[src/rtl/gtest_objection_ctrl.sv]
// rtl/gtest_objection_ctrl.sv - objection counter with drain window and watchdog for end-of-test detection
module gtest_objection_ctrl #(
  parameter int N_SRC       = 4,
  parameter int CNT_W       = 8,
  parameter int DRAIN_CYC   = 16,
  parameter int TIMEOUT_CYC = 0
) (
  input  logic             clk,
  input  logic             rst,
  input  logic             start,
  input  logic             clear,
  input  logic [N_SRC-1:0] raise,
  input  logic [N_SRC-1:0] drop,
  output logic [CNT_W-1:0] count,
  output logic [1:0]       state,
  output logic             busy,
  output logic             done,
  output logic             done_pulse,
  output logic             timeout,
  output logic             underflow,
  output logic             overflow
);

  typedef enum logic [1:0] {
    IDLE   = 2'd0,
    ACTIVE = 2'd1,
    DRAIN  = 2'd2,
    DONE   = 2'd3
  } state_t;

  // Wide enough that count + popcount(raise) never wraps.
  localparam int T_W = CNT_W + $clog2(N_SRC + 1) + 1;
  localparam logic [T_W-1:0] CNT_MAX    = {{(T_W - CNT_W){1'b0}}, {CNT_W{1'b1}}};
  localparam logic [31:0]    DRAIN_LAST = (DRAIN_CYC == 0) ? 32'd0 : 32'(DRAIN_CYC - 1);
  localparam logic [31:0]    WD_LAST    = (TIMEOUT_CYC == 0) ? 32'd0 : 32'(TIMEOUT_CYC - 1);
  localparam logic           DRAIN_NONE = (DRAIN_CYC == 0);
  localparam logic           WD_ON      = (TIMEOUT_CYC != 0);

  state_t           state_q;
  logic [31:0]      drain_cnt;
  logic [31:0]      wd_cnt;
  logic [T_W-1:0]   r_sum;
  logic [T_W-1:0]   d_sum;
  logic [T_W-1:0]   t_sum;
  logic [T_W-1:0]   diff;
  logic [CNT_W-1:0] count_nxt;
  logic             uf_nxt;
  logic             ov_nxt;
  logic             cnt_zero;
  logic             drain_hit;
  logic             wd_hit;

  // Next outstanding count: saturate at max, clamp at zero, flag both events.
  always_comb begin
    r_sum     = '0;
    d_sum     = '0;
    diff      = '0;
    count_nxt = count;
    uf_nxt    = 1'b0;
    ov_nxt    = 1'b0;
    for (int i = 0; i < N_SRC; i++) begin
      r_sum = r_sum + T_W'(raise[i]);
      d_sum = d_sum + T_W'(drop[i]);
    end
    t_sum = T_W'(count) + r_sum;
    if (t_sum < d_sum) begin
      count_nxt = '0;
      uf_nxt    = 1'b1;
    end else begin
      diff = t_sum - d_sum;
      if (diff > CNT_MAX) begin
        count_nxt = '1;
        ov_nxt    = 1'b1;
      end else begin
        count_nxt = diff[CNT_W-1:0];
      end
    end
  end

  assign cnt_zero  = (count_nxt == '0);
  assign drain_hit = cnt_zero && (drain_cnt == DRAIN_LAST);
  assign wd_hit    = WD_ON && (wd_cnt == WD_LAST);

  // Count register, sticky flags and the completion FSM; clear overrides all else.
  always_ff @(posedge clk or posedge rst) begin
    if (rst) begin
      state_q    <= IDLE;
      count      <= '0;
      drain_cnt  <= '0;
      wd_cnt     <= '0;
      done_pulse <= 1'b0;
      timeout    <= 1'b0;
      underflow  <= 1'b0;
      overflow   <= 1'b0;
    end else if (clear) begin
      state_q    <= IDLE;
      count      <= '0;
      drain_cnt  <= '0;
      wd_cnt     <= '0;
      done_pulse <= 1'b0;
      timeout    <= 1'b0;
      underflow  <= 1'b0;
      overflow   <= 1'b0;
    end else begin
      count      <= count_nxt;
      done_pulse <= 1'b0;
      if (uf_nxt) underflow <= 1'b1;
      if (ov_nxt) overflow  <= 1'b1;
      case (state_q)
        IDLE: begin
          if (start) begin
            wd_cnt    <= '0;
            drain_cnt <= '0;
            if (!cnt_zero) begin
              state_q <= ACTIVE;
            end else if (DRAIN_NONE) begin
              state_q    <= DONE;
              done_pulse <= 1'b1;
            end else begin
              state_q <= DRAIN;
            end
          end
        end
        ACTIVE: begin
          wd_cnt    <= wd_cnt + 32'd1;
          drain_cnt <= '0;
          if (cnt_zero && DRAIN_NONE) begin
            state_q    <= DONE;
            done_pulse <= 1'b1;
          end else if (wd_hit) begin
            state_q    <= DONE;
            done_pulse <= 1'b1;
            timeout    <= 1'b1;
          end else if (cnt_zero) begin
            state_q <= DRAIN;
          end
        end
        DRAIN: begin
          wd_cnt <= wd_cnt + 32'd1;
          if (drain_hit) begin
            state_q    <= DONE;
            done_pulse <= 1'b1;
          end else if (wd_hit) begin
            state_q    <= DONE;
            done_pulse <= 1'b1;
            timeout    <= 1'b1;
          end else if (!cnt_zero) begin
            state_q   <= ACTIVE;
            drain_cnt <= '0;
          end else begin
            drain_cnt <= drain_cnt + 32'd1;
          end
        end
        default: begin
          state_q <= DONE;
        end
      endcase
    end
  end

  assign state = state_q;
  assign busy  = (state_q == ACTIVE) || (state_q == DRAIN);
  assign done  = (state_q == DONE);

endmodule

[config.mk]
export PLATFORM = sky130hd
export DESIGN_NAME = gtest_objection_ctrl
export DESIGN_NICKNAME = d
export VERILOG_FILES = /design/src/rtl/gtest_objection_ctrl.sv
export SDC_FILE = /design/constraint.sdc
export NUM_CORES = 1
export LEC_CHECK = 0
export CAP_MARGIN = 20
export CORE_ASPECT_RATIO = 0.7
export CORE_MARGIN = 2
export CORE_UTILIZATION = 25
export CTS_CLUSTER_DIAMETER = 200
export DETAILED_ROUTE_END_ITERATION = 10
export GPL_ROUTABILITY_DRIVEN = 1
export GPL_TIMING_DRIVEN = 0
export HOLD_SLACK_MARGIN = 0.03
export PLACE_DENSITY_LB_ADDON = 0.1
export SETUP_SLACK_MARGIN = 0.15
export SKIP_LAST_GASP = 1
export SYNTH_ARGS = -nofsm -noshare
export SYNTH_HDL_FRONTEND = slang
export SYNTH_SLANG_ARGS = --single-unit
[constraint.sdc]
create_clock -name clk -period 4.8 [get_ports clk]
set_input_delay 0.96 -clock clk [delete_from_list [all_inputs] [get_ports clk]]
set_output_delay 0.96 -clock clk [all_outputs]
set_load 0.01 [all_outputs]
# [Word level (Yosys, flattened, before mapping)]
# Cells that the tools add are included.
[totals] output_inout_bits=16 regBits=45 inputBits=12 wordCells=59
[classes] muxes=25 addsub=9 order_cmp=2 eq_ne=8 n_reduce_logical=9
[op_table] cell="2-to-1 mux 32 bit" n=4
[op_table] cell="one-hot mux 32 bit (3 select lines)" n=1
[op_table] cell="adder 32 x 1 -> 32 bit, second input constant" n=1
[op_table] cell="equality test 32 x 4 -> 1 bit, second input constant" n=1
[op_table] cell="2-to-1 mux 8 bit" n=3
[op_table] cell="greater-than comparator 12 x 8 -> 1 bit, second input constant" n=1
[op_table] cell="2-to-1 mux 2 bit" n=6
[op_table] cell="2-to-1 mux 1 bit" n=10
[op_table] cell="subtractor 9 x 4 -> 10 bit" n=1
[op_table] cell="adder 8 x 4 -> 9 bit" n=1
[op_table] cell="less-than comparator 9 x 4 -> 1 bit" n=1
[op_table] cell="inequality test 3 bit, second input constant" n=3
[op_table] cell="adder 3 x 1 -> 4 bit" n=2
[op_table] cell="zero test 8 bit" n=1
[op_table] cell="adder 2 x 1 -> 3 bit" n=2
[op_table] cell="one-hot mux 2 bit (3 select lines)" n=1
[op_table] cell="AND reduction 3 bit" n=2
[op_table] cell="adder 1 x 1 -> 2 bit" n=2
[op_table] cell="equality test 2 bit, second input constant" n=2
[op_table] cell="inequality test 4 bit, second input constant" n=1
[op_table] cell="nonzero test 2 bit" n=2
[op_table] cell="nonzero test 4 bit" n=1
[op_table] cell="equality test 2 x 1 -> 1 bit, second input constant" n=1
[op_table] cell="zero test 2 bit" n=1
[op_table] cell="other kinds (2)" n=2

# [Longest topological paths before layout]
# Gate-level depths: netlist of the first run.
[depth] depth_word=13 mapped_depth=16 ltp_nobuf=14

# [Worst setup path before layout of the first run]
# No wires, ideal clock.
[synth_timing] path_type="input to register" startpoint="input raise[0]" endpoint="register drain_cnt[8]" slack_ps=-7 setup_ps=128 stages=16 required_time_ps=4672 arrival_ps=4679 n_path_buf=2 cell_sequence="fa_1 > fa_1 > fa_1 > inv_1 > fa_1 > inv_1 > a21oi_1 > and3_1 > a2111oi_2 > and3b_1 > a41oi_1 > nor3_4 > buf_6 > buf_6 > o21ai_1 > o41ai_1"
[synth_between] elab_chain_len=13 word_cells_on_any_way=17 cone_classes="5 x add/sub; 2 x order compare; 1 x eq/ne; 6 x mux; 3 x reduce/logical"
[synth_rtl] element="from (decl)" line="12" text="input logic [N_SRC-1:0] raise,"
[synth_rtl] element="adder 1 x 1 -> 2 bit (*)" line="62" text="r_sum = r_sum + T_W'(raise[i]);"
[synth_rtl] element="adder 2 x 1 -> 3 bit (*)" line="62"
[synth_rtl] element="adder 3 x 1 -> 4 bit (*)" line="62"
[synth_rtl] element="adder 8 x 4 -> 9 bit (*)" line="65" text="t_sum = T_W'(count) + r_sum;"
[synth_rtl] element="subtractor 9 x 4 -> 10 bit" line="70" text="diff = t_sum - d_sum;"
[synth_rtl] element="greater-than comparator 12 x 8 -> 1 bit" line="71" text="if (diff > CNT_MAX) begin"
[synth_rtl] element="2-to-1 mux 8 bit" line="71"
[synth_rtl] element="2-to-1 mux 8 bit (*)" line="66" text="if (t_sum < d_sum) begin"
[synth_rtl] element="zero test 8 bit (*)" line="80" text="assign cnt_zero = (count_nxt == '0);"
[synth_rtl] element="2-to-1 mux 32 bit" line="147" text="end else if (!cnt_zero) begin"
[synth_rtl] element="2-to-1 mux 32 bit" line="140" text="if (drain_hit) begin"
[synth_rtl] element="one-hot mux 32 bit (3 select lines)" line="109" text="case (state_q)"
[synth_rtl] element="2-to-1 mux 32 bit" line="95" text="end else if (clear) begin"
[synth_rtl] element="to (signal assigned)" line="151" text="drain_cnt <= drain_cnt + 32'd1;"
[synth_rtl] element="to (decl)" line="40" text="logic [31:0] drain_cnt;"
# Every way passes the cells marked *; elsewhere a longest branch is shown, timed or not. The select of a mux whose other input is x is not followed.
# A chain may end at the register's enable or synchronous reset.

# [Final worst setup path of the first run]
[layout_timing] startpoint="input raise[0]" endpoint="register state_q[0] (netlist: state[0])"
[layout_between] elab_chain_len=13 word_cells_on_any_way=19 cone_classes="5 x add/sub; 2 x order compare; 2 x eq/ne; 7 x mux; 3 x reduce/logical"
[layout_rtl] element="adder 1 x 1 -> 2 bit (*)" line="62"
[layout_rtl] element="adder 2 x 1 -> 3 bit (*)" line="62"
[layout_rtl] element="adder 3 x 1 -> 4 bit (*)" line="62"
[layout_rtl] element="adder 8 x 4 -> 9 bit (*)" line="65"
[layout_rtl] element="subtractor 9 x 4 -> 10 bit" line="70"
[layout_rtl] element="greater-than comparator 12 x 8 -> 1 bit" line="71"
[layout_rtl] element="2-to-1 mux 8 bit" line="71"
[layout_rtl] element="2-to-1 mux 8 bit (*)" line="66"
[layout_rtl] element="zero test 8 bit (*)" line="80"
[layout_rtl] element="2-to-1 mux 2 bit / logical AND 1 bit (equally long branches)" line="114, 81"
[layout_rtl] element="2-to-1 mux 2 bit, on equally long branches" line="111, 140"
[layout_rtl] element="one-hot mux 2 bit (3 select lines)" line="109"
[layout_rtl] element="2-to-1 mux 2 bit" line="95"
[layout_rtl] element="to (signal assigned)" line="96" text="state_q <= IDLE;"
[layout_rtl] element="to (signal assigned)" line="115" text="state_q <= ACTIVE;"
[layout_rtl] element="to (signal assigned)" line="117" text="state_q <= DONE;"
[layout_rtl] element="to (decl)" line="39" text="state_t state_q;"
# Marked as above.

==> metrics.yaml, run 1 <==
sta:
  fin_crit_ns: 4.66
  drv_slew: 0
  fin_crit_sh_pct: 97.1
  tns_ns: 0
  fin_hold_ws_ns: 0.508
  hold_viol: 0
  max_freq_mhz: 215
  rsz0062_at_grt: "true"
  slew_headroom_pct: 51.9
  setup_viol: 0
  fin_skew_ns: 0.00481
  tightestPinTransition_ns: 0.721
placed_design:
  place_inst: 548
  io_buffers: 26
  post-dp-hpwl_microns: 7030
  place_congestion: 0.794
grt:
  grt_pass1_vias: 2837
  grt_pass1_wl_microns: 15800
  antenna_found_initial: 0
  grt_use_total_pct: 15.3
  gr-total-overflow: 0
  grt_max_degree: 28
setup_path:
  cp-end-kind: "flip-flop"
  r2r.worst_path.cells: 14
  cp.arrival_ns: 4.83
  crit_required_ns: 4.97
  r2r_start: "count[0]"
  rr_endpoint: "state[0]"
  cp_max_fo: 5
  crit_path_start_kind: "input pin"
  critPathKind: "in -> reg"
  r2r_setup_slack_ns: 0.99
synth:
  synth_mux_area_share_pct: 0.638
  synth_xor_area_share_pct: 3.91
  synthAdderAreaFrac_pct: 7.97
  synth_edf_count: 0
  synth_top_family_by_area: "simple AND/OR/NAND/NOR gates"
  yosysSeqAreaShare_pct: 35.9
  avgSynthCellArea_sq_um: 8.77
  syn-instance-count: 358
  synthDistinctLibCells: 58
  ys.flop_type: "dfrtp_1"
  ys.warnings.count: 0
  synth_compound_area_share_pct: 18.7
  synth.net_count: 387
  async_flop_share_pct: 100
  synth-simple-area-share_pct: 28.2
  synth_area_sq_um: 3140
  synth_seq_cells: 45
power:
  power_w: 0.00200
  ir_drop_uv: 163
  p_per_area_nw_per_um2: 459
  p_leak_nw: 1.68
clock_network:
  clock_latency_ns: 0.29
  cts_sinks: 45
  hold_buffers: 0
  ctsRootBufferMaster: "clkbuf_16"
  cts_htree_levels: 2
  clockBufferDepth: 2
  cts_tree: "yes"
  cts_made_buffers: 5
  clkTransAtPathRegs_ns: 0.06
drt:
  first_pass_iters: 5
  drc: 0
  route.vias.total: 2984
  avgRoutedWirePerCell_microns: 17.4
  routed_wirelength_microns: 10000
  vias_per_cell: 5.17
  ant_nets: 0
  drt-initial-drc-count: 270
layout:
  fin_util_pct: 35.4
  diodes: 0
  syn_to_final_growth_pct: 39.0
  nets: 444
  final_cells: 577
  drive_above_1_share_pct: 23.6
die:
  die_x_microns: 138
  die_area_sq_um: 13500
  core_sq_um: 12300
  die_h_microns: 97.7
  start_util_pct: 25.4
  ios: 28
  rows: 34
hold_path:
  min_from: "underflow"
  hold_class: "reg -> reg"
  hold_end: "underflow"
  hold_depth: 2
status:
  status: "finished, final reports clean"
job:
  maxCapViolCount: 0
-- how the worst max path moves through the flow --
stage | endpoint | slack (ns) | from
2_1_floorplan | drain_cnt[8] | 0.16 | raise[0]
3_3_place_gp | drain_cnt[21] | -0.93 | raise[0]
3_5_place_dp | drain_cnt[21] | -0.90 | raise[0]
4_1_cts | drain_cnt[27] | -0.12 | raise[3]
5_1_grt | state[0] | -0.01 | raise[0]
6_report | state[0] | 0.14 | raise[0]
-- per-stage QoR --
step | area, sq um | setup slack, ns
3_3_place_gp | 3610 | -0.931
5_1_grt | 4360 | -0.0150
3_5_place_dp | 3640 | -0.902
4_1_cts | 4090 | -0.124
6_report | 4360 | 0.140
2_1_floorplan | 3150 | 0.161
-- placed cells by master (no fill, tap or decap), types with 3 or more instances in the layout --
cell type,n
o21ai_1,8
buf_4,18
or3_1,5
and3_1,9
or2_2,3
fa_2,3
o31ai_4,4
dfrtp_1,45
o21ai_0,6
xnor2_1,7
inv_1,11
clkdlybuf4s50_1,23
or4_1,3
nand2_1,52
nor4_1,13
nor2b_1,3
clkbuf_1,11
nor3_1,7
o221ai_2,3
o211ai_1,5
buf_2,3
nor2_1,15
xor2_1,6
o31ai_2,3
nand3_2,4
buf_12,4
a211oi_1,5
buf_6,6
clkbuf_16,6
o21ai_2,7
ha_1,10
nand3_1,14
o22ai_1,7
o221ai_1,3
and2_1,3
nand4_1,15
a21oi_1,10
-- flip-flops by register name, summed over array words and instances, names as in the netlist --
signal      count
state           2
done_pulse      1
underflow       1
count           8
overflow        1
drain_cnt      32
-- worst max-delay path, stage by stage --
cell and delay [ns]:
buf_6 0.09, fa_1 0.49, fa_2 0.38, fa_2 0.57, ha_4 0.20, nor2b_4 0.12
o21a_4 0.21, nor4b_4 0.30, nand3_2 0.14, buf_6 0.18, mux2i_4 0.21, a211oi_4 0.06
buf_4 0.14, or2_4 0.24, or4_1 0.40, o211a_1 0.14
-- metal layers --
| layer | vias up | share of wire (%) | global-route usage [%] |
|---|---|---|---|
| met3 | 2 | 5.4 | 2.70 |
| met2 | 67 | 38 | 18.8 |
| met4 | 0 | 0.49 | 2.59 |
| met5 | - | 0 | 0 |
| met1 | 1472 | 56 | 26.6 |
| li1 | 1443 | - | - |
-- logic make-up (layout without fill, tap and decap cells) --
group / Yosys count / after routing
mux: 2 / 2
fa+ha+maj: 17 / 17
flops: 45 / 45
compound gates: 84 / 84
simple gates: 165 / 165
buf+inv: 30 / 87
xor+xnor: 14 / 14
other cells: 1 / 1
-- layout make-up --
class	instances	area [sq um]
fillers	1284	7980
multi-input cells	283	2200
flip-flops and latches	45	1130
repair buffers	50	522
well taps	162	203
clock buffers	7	143
plain buffers	18	126
inverters	12	45.0
-- cells in the mapped netlist, types with 2 or more instances --
cell type   n  share of area, %
or3_1       5               1.0
nor3_1      8               1.3
nor4_1     13               2.6
xnor2_1     7               2.0
or4_1       3              0.72
nand4_1    15               3.0
and4_1      2              0.56
o211ai_1    5               1.2
o21ai_0     6              0.96
buf_6       2              0.72
ha_1       12               4.8
fa_1        5               3.2
inv_1      12               1.4
xor2_1      7               2.0
and2_1      3              0.60
buf_4       3              0.72
o221ai_1    7               2.0
o31ai_1     8               1.9
buf_2       3              0.48
mux2i_1     2              0.64
and3_1     10               2.0
o21ai_1    15               2.4
or2_1       2              0.40
dfrtp_1    45                36
nand2_1    52               6.2
o31a_1      2              0.56
o32ai_1     2              0.56
nand3_1    17               2.7
nand2b_1    2              0.40
nor2b_1     4              0.80
clkbuf_1   10               1.2
nand3_2     2              0.64
o21a_1      2              0.48
nor2_1     17               2.0
o22ai_1     9               1.8
or2_2       3              0.60
a211oi_1    5               1.2
a21oi_1    11               1.8
-- power by group --
group / leakage [nW] / switching, W / internal (W)
registers: 0.619 / 0.0000425 / 0.000416
logic: 0.986 / 0.000655 / 0.000541
clock network: 0.0700 / 0.000145 / 0.000205
total: 1.68 / 0.000842 / 0.00116
-- repair_timing --
action / CTS / global route
pin swaps: 24 / 21
setup buffers: 10 / 9
hold endpoints to repair: 0 / 0
gates cloned: 2 / 1
setup endpoints to repair: 43 / 35
gates resized for setup: 55 / 26
No activity file was read; power rests on OpenSTA's default activity.
==> run 2: changes to the inputs <==
Settings changed: ABC_AREA set to 1, HOLD_SLACK_MARGIN 0.03 to 0.05.
==> run 2 against run 1 <==
Against the previous run:
- register-to-register slack better by 0.19 ns
- synthesized area is 13% higher
- design area is 6.9% higher
- sequential cell count stayed put
- non-clock buffer count is 3 lower
- die area is 13% higher
- sequential share of layout area is 1.7 points lower
- first-iteration DRC count is 48% lower
- global-route usage is 0.54 points lower
- largest power group unchanged
==> metrics.yaml, run 2 <==
status:
  status: "finished, final reports clean"
power:
  p_leak_nw: 2.11
  p_per_area_nw_per_um2: 545
  power_w: 0.00254
  ir_drop_uv: 274
synth:
  async_flop_share_pct: 100
  synth_seq_cells: 45
  synth_edf_count: 0
  avgSynthCellArea_sq_um: 7.19
  syn-instance-count: 494
  yosysSeqAreaShare_pct: 31.7
  ys.flop_type: "dfrtp_1"
  ys.warnings.count: 0
  yosysMostFrequentCell: "nand2_1"
  yosys-top-cells-area: "dfrtp_1 32%, nand2_1 13%, nand3_1 6.8%"
  synth_largest_area_cell: "dfrtp_1"
  synth.net_count: 523
  synth_area_sq_um: 3550
  synth_top_area_share_pct: 31.7
  ys_top_cells_by_count: "123 x nand2_1, 56 x inv_1, 52 x nor2_1"
  synthDistinctLibCells: 42
clock_network:
  cts_tree: "yes"
  cts_sinks: 45
  hold_buffers: 0
  clock_latency_ns: 0.30
  cts_htree_levels: 2
  clockBufferDepth: 2
  cts_made_buffers: 5
  clkTransAtPathRegs_ns: 0.07
  ctsRootBufferMaster: "clkbuf_16"
setup_path:
  cp.arrival_ns: 4.67
  crit_path_start_kind: "input pin"
  r2r.worst_path.cells: 20
  r2r_setup_slack_ns: 1.18
  rr_endpoint: "drain_cnt[23]"
  critPathKind: "in -> reg"
  crit_required_ns: 4.98
  cp_max_fo: 10
  r2r_start: "count[0]"
  crit_path_start: "raise[3]"
  cp-end-kind: "flip-flop"
  cp-endpoint: "drain_cnt[23]"
die:
  core_sq_um: 13900
  die_h_microns: 104
  ios: 28
  rows: 36
  die_area_sq_um: 15200
  die_x_microns: 146
  start_util_pct: 25.5
sta:
  tns_ns: 0
  max_freq_mhz: 223
  fin_crit_sh_pct: 93.5
  hold_viol: 0
  setup_viol: 0
  drv_slew: 0
  fin_crit_ns: 4.49
  rsz0062_at_grt: "true"
  slew_headroom_pct: 58.6
  tightestPinTransition_ns: 0.622
  fin_skew_ns: 0.00840
  fin_hold_ws_ns: 0.503
layout:
  drive_above_1_share_pct: 18.1
  nets: 580
  syn_to_final_growth_pct: 31.3
  largest_reg_flops: 32
  layout_common_cells: "105 x nand2_1, 55 x inv_1, 47 x nor2_1, 46 x nand3_1, 45 x dfrtp_1"
  top_register: "drain_cnt"
  diodes: 0
  layout_commonest_cell: "nand2_1"
hold_path:
  hold_class: "reg -> reg"
grt:
  gr-total-overflow: 0
  grt_max_degree: 38
  antenna_found_initial: 0
  grt_use_total_pct: 14.7
  grt_pass1_vias: 3265
  grt_pass1_wl_microns: 17800
drt:
  ant_nets: 0
  drt-initial-drc-count: 140
  vias_per_cell: 4.48
  drc: 0
  avgRoutedWirePerCell_microns: 14.3
  route.vias.total: 3322
  first_pass_iters: 4
  routed_wirelength_microns: 10600
placed_design:
  place_congestion: 0.806
  post-dp-hpwl_microns: 7700
  io_buffers: 26
job:
  maxCapViolCount: 0
==> run 2: cell types whose count changed in the layout (fill, tap and decap cells not counted), sizes merged, moves of 6 or more <==
| cell | before | now |
|---|---|---|
| a211oi | 6 | 0 |
| and3 | 10 | 0 |
| inv | 12 | 60 |
| nand2 | 52 | 131 |
| nand3 | 19 | 51 |
| nor2 | 18 | 58 |
| nor4 | 13 | 6 |
| o21ai | 21 | 36 |
| o221ai | 7 | 0 |
| o22ai | 9 | 1 |
| o31ai | 8 | 0 |
| xor2 | 7 | 23 |
==> run 2: worst min-delay path by stage <==
stage                              from             to  slack (ns)  cells past startpoint
after floorplan           drain_cnt[31]  drain_cnt[31]        0.46                      2
after global placement    drain_cnt[31]  drain_cnt[31]        0.48                      2
after detailed placement  drain_cnt[31]  drain_cnt[31]        0.48                      2
after CTS                 drain_cnt[31]  drain_cnt[31]        0.50                      2
after global routing      drain_cnt[31]  drain_cnt[31]        0.53                      2
final                          overflow       overflow        0.50                      1
==> run 2: area by class of cell <==
| class | count | area, sq um |
|---|---|---|
| buffer | 16 | 154 |
| clock buffer | 6 | 139 |
| clock inverter | 2 | 37.5 |
| fill | 1472 | 9260 |
| inverter | 61 | 231 |
| multi-input combinational | 373 | 2220 |
| sequential | 45 | 1130 |
| tap | 190 | 238 |
| timing repair buffer | 49 | 515 |
==> run 2: routing by layer <==
layer | up-vias | part of all wire [%] | global-route usage [%] | wire, microns
met5 | - | 0 | 0 | 0
met4 | 0 | 0.97 | 3.68 | 103
met3 | 10 | 3.2 | 2.64 | 339
met2 | 49 | 37 | 19.2 | 3930
met1 | 1545 | 59 | 24.1 | 6270
li1 | 1718 | - | - | -
==> run 2: stage by stage <==
| stage | util [%] | worst slack, ns | instance area (sq um) | std cells |
|---|---|---|---|---|
| 6_report | 33.5 | 0.314 | 4660 | 742 |
| 5_1_grt | 33.5 | 0.121 | 4660 | 742 |
| 4_1_cts | 32.7 | 0.155 | 4550 | 737 |
| 3_5_place_dp | 29.2 | -0.871 | 4070 | 711 |
| 3_3_place_gp | 29.1 | -0.880 | 4050 | 710 |
| 2_1_floorplan | - | 0.239 | 3550 | 494 |
==> run 2: where the power goes <==
part	internal (W)	total, W	leakage, nW	switching (W)
combinational	0.000725	0.00164	1.41	0.000913
clock	0.000261	0.000428	0.0831	0.000167
sequential	0.000423	0.000476	0.619	0.0000526
==> run 2: kinds of logic after synthesis <==
kind of cell             Yosys count  synth area share (%)
other                              1                 0.106
XOR/XNOR                          30                  7.40
buffers and inverters             77                  9.69
flip-flops                        45                  31.7
adder cells (fa/ha/maj)           17                  7.05
AND/OR/NAND/NOR                  276                  36.7
AO/OA/AOI/OAI                     48                  7.36
==> run 2: timing repair <==
| action | in CTS | in global routing |
|---|---|---|
| pin swaps | 16 | 20 |
| cloned | 3 | 0 |
| resized for setup | 44 | 20 |
| endpoints found under the setup margin | 38 | 34 |
| setup buffers | 15 | 5 |
| hold endpoints to repair | 0 | 0 |
==> run 2: worst max-delay path: stages <==
cell     delay (ns)
buf_2          0.11
fa_1           0.51
fa_2           0.37
fa_2           0.54
inv_1          0.06
fa_2           0.36
inv_1          0.08
nand2_2        0.05
nand2_2        0.07
nor2_4         0.06
buf_4          0.14
xor2_1         0.16
o21ai_2        0.18
nand2_2        0.09
a21oi_4        0.16
nand2_4        0.09
nor2_8         0.13
nand2_8        0.09
buf_12         0.14
nand2_4        0.09
buf_8          0.15
o21ai_1        0.07
==> run 3: changes to the inputs <==
Settings changed: CAP_MARGIN 20 to 25.
==> run 3 against run 2 <==
Against the previous run:
- combinational power hardly changed
- global-route usage stayed put
- hold slack stayed put
- utilization stayed put
- clock power hardly changed
- count of clock-buffer cells in the layout stayed put
- total power stayed put
- critical path depth stayed put
- sequential power hardly changed
==> metrics.yaml, run 3 (synthesized netlist as in run 2, its figures left out) <==
status:
  status: "finished, final reports clean"
grt:
  antenna_found_initial: 0
  grt_max_degree: 38
  grt_pass1_wl_microns: 17800
  grt_use_total_pct: 14.7
  grt_pass1_vias: 3265
  gr-total-overflow: 0
clock_network:
  cts_made_buffers: 5
  clockBufferDepth: 2
  cts_sinks: 45
  cts_tree: "yes"
  clock_latency_ns: 0.30
  cts_htree_levels: 2
  ctsRootBufferMaster: "clkbuf_16"
  clkTransAtPathRegs_ns: 0.07
die:
  die_h_microns: 104
  die_x_microns: 146
  core_sq_um: 13900
  die_area_sq_um: 15200
  rows: 36
  ios: 28
  start_util_pct: 25.5
setup_path:
  cp.arrival_ns: 4.67
  crit_required_ns: 4.98
  path_delay_family: "adder cells"
  crit_path_cell_trace: "buf_2, fa_1, fa_2, fa_2, inv_1, fa_2, inv_1, nand2_2, nand2_2, nor2_4, buf_4, xor2_1, o21ai_2, nand2_2, a21oi_4, nand2_4, nor2_8, nand2_8, buf_12, nand2_4, buf_8, o21ai_1"
  crit_path_start_kind: "input pin"
  r2r_setup_slack_ns: 1.18
  cp-end-kind: "flip-flop"
  max_stage_delay_ns: 0.54
  path_buf_inv: 6
  cp_slowest_cell: "fa_2"
  cp_max_fo: 10
  critPathKind: "in -> reg"
layout:
  layout_commonest_cell: "nand2_1"
  layout_common_cells: "105 x nand2_1, 55 x inv_1, 47 x nor2_1, 46 x nand3_1, 45 x dfrtp_1"
  diodes: 0
  top_register: "drain_cnt"
  design_area_sq_um: 4660
  fillers: 1472
  largest_reg_flops: 32
  final_cells: 742
  multi_input_area_sq_um: 2220
  seq_area_sq_um: 1130
  drive_above_1_share_pct: 18.1
  nets: 580
  syn_to_final_growth_pct: 31.3
sta:
  fin_skew_ns: 0.00840
  hold_viol: 0
  fin_ws_ns: 0.314
  fin_crit_sh_pct: 93.5
  tightestPinTransition_ns: 0.622
  drv_slew: 0
  setup_viol: 0
  fin_crit_ns: 4.49
  max_freq_mhz: 223
  rsz0062_at_grt: "true"
  slew_headroom_pct: 58.6
hold_path:
  hold_class: "reg -> reg"
placed_design:
  dpl-instance-area_sq_um: 4070
  io_buffers: 26
  place_inst: 711
  post-dp-hpwl_microns: 7700
  place_congestion: 0.806
  dpl_worst_slack_ns: -0.871
drt:
  ant_nets: 0
  routed_wirelength_microns: 10600
  first_pass_iters: 4
  vias_per_cell: 4.48
  drt-initial-drc-count: 140
  route.vias.total: 3322
  avgRoutedWirePerCell_microns: 14.3
  drc: 0
power:
  p_leak_nw: 2.11
  ir_drop_uv: 274
  p_per_area_nw_per_um2: 545
  power_w: 0.00254
job:
  maxCapViolCount: 0
[run 3: cell counts in the layout (fill, tap and decap cells not counted)]
Identical to the previous run, type by type.
[run 3: final cells by class]
cell class	count	area share, %
plain buffers	16	3.30
clock buffers	6	2.98
clock inverters	2	0.805
inverters	61	4.97
multi-input cells	373	47.6
flip-flops and latches	45	24.2
well taps	190	5.10
repair buffers	49	11.1
[run 3: through the flow]
stage          util [%]  hold WS [ns]  setup TNS [ns]
2_1_floorplan         -         0.459               0
3_3_place_gp       29.1         0.481          -29.76
3_5_place_dp       29.2         0.484          -29.66
4_1_cts            32.7         0.501               0
5_1_grt            33.5         0.531               0
6_report           33.5         0.503               0
[run 3: power breakdown]
part	switching, W	internal, W
logic	0.000913	0.000725
clock network	0.000167	0.000261
registers	0.0000526	0.000423
[run 3: worst reg2reg max path, stage by stage (launching register included)]
cell     delay [ns]
dfrtp_1        0.41
fa_2           0.38
fa_2           0.55
inv_1          0.06
fa_2           0.36
inv_1          0.08
nand2_2        0.05
nand2_2        0.07
nor2_4         0.06
buf_4          0.14
xor2_1         0.16
o21ai_2        0.18
nand2_2        0.09
a21oi_4        0.16
nand2_4        0.09
nor2_8         0.14
nand2_8        0.09
buf_12         0.14
nand2_4        0.10
buf_8          0.15
o21ai_1        0.07
[run 3: worst paths after layout]
kind | startpoint | cells past startpoint | to
max in group asynchronous | rst | 3 | count[7]
min | overflow | 1 | overflow
min reg2reg | overflow | 1 | overflow
max | raise[3] | 22 | drain_cnt[23]
min in group asynchronous | rst | 2 | drain_cnt[23]
max reg2reg | count[0] | 20 | drain_cnt[23]
[run 3: repair_timing]
item	in CTS	in global routing
hold buffers	0	0
pin swaps	16	20
setup buffers	15	5
setup endpoints to repair	38	34
gates resized for setup	44	20
gates cloned	3	0
[run 3: metal layers]
metal | vias up | global-route usage, % | part of all wire [%]
li1 | 1718 | - | -
met1 | 1545 | 24.1 | 59
met2 | 49 | 19.2 | 37
met3 | 10 | 2.64 | 3.2
met4 | 0 | 3.68 | 0.97
met5 | - | 0 | 0
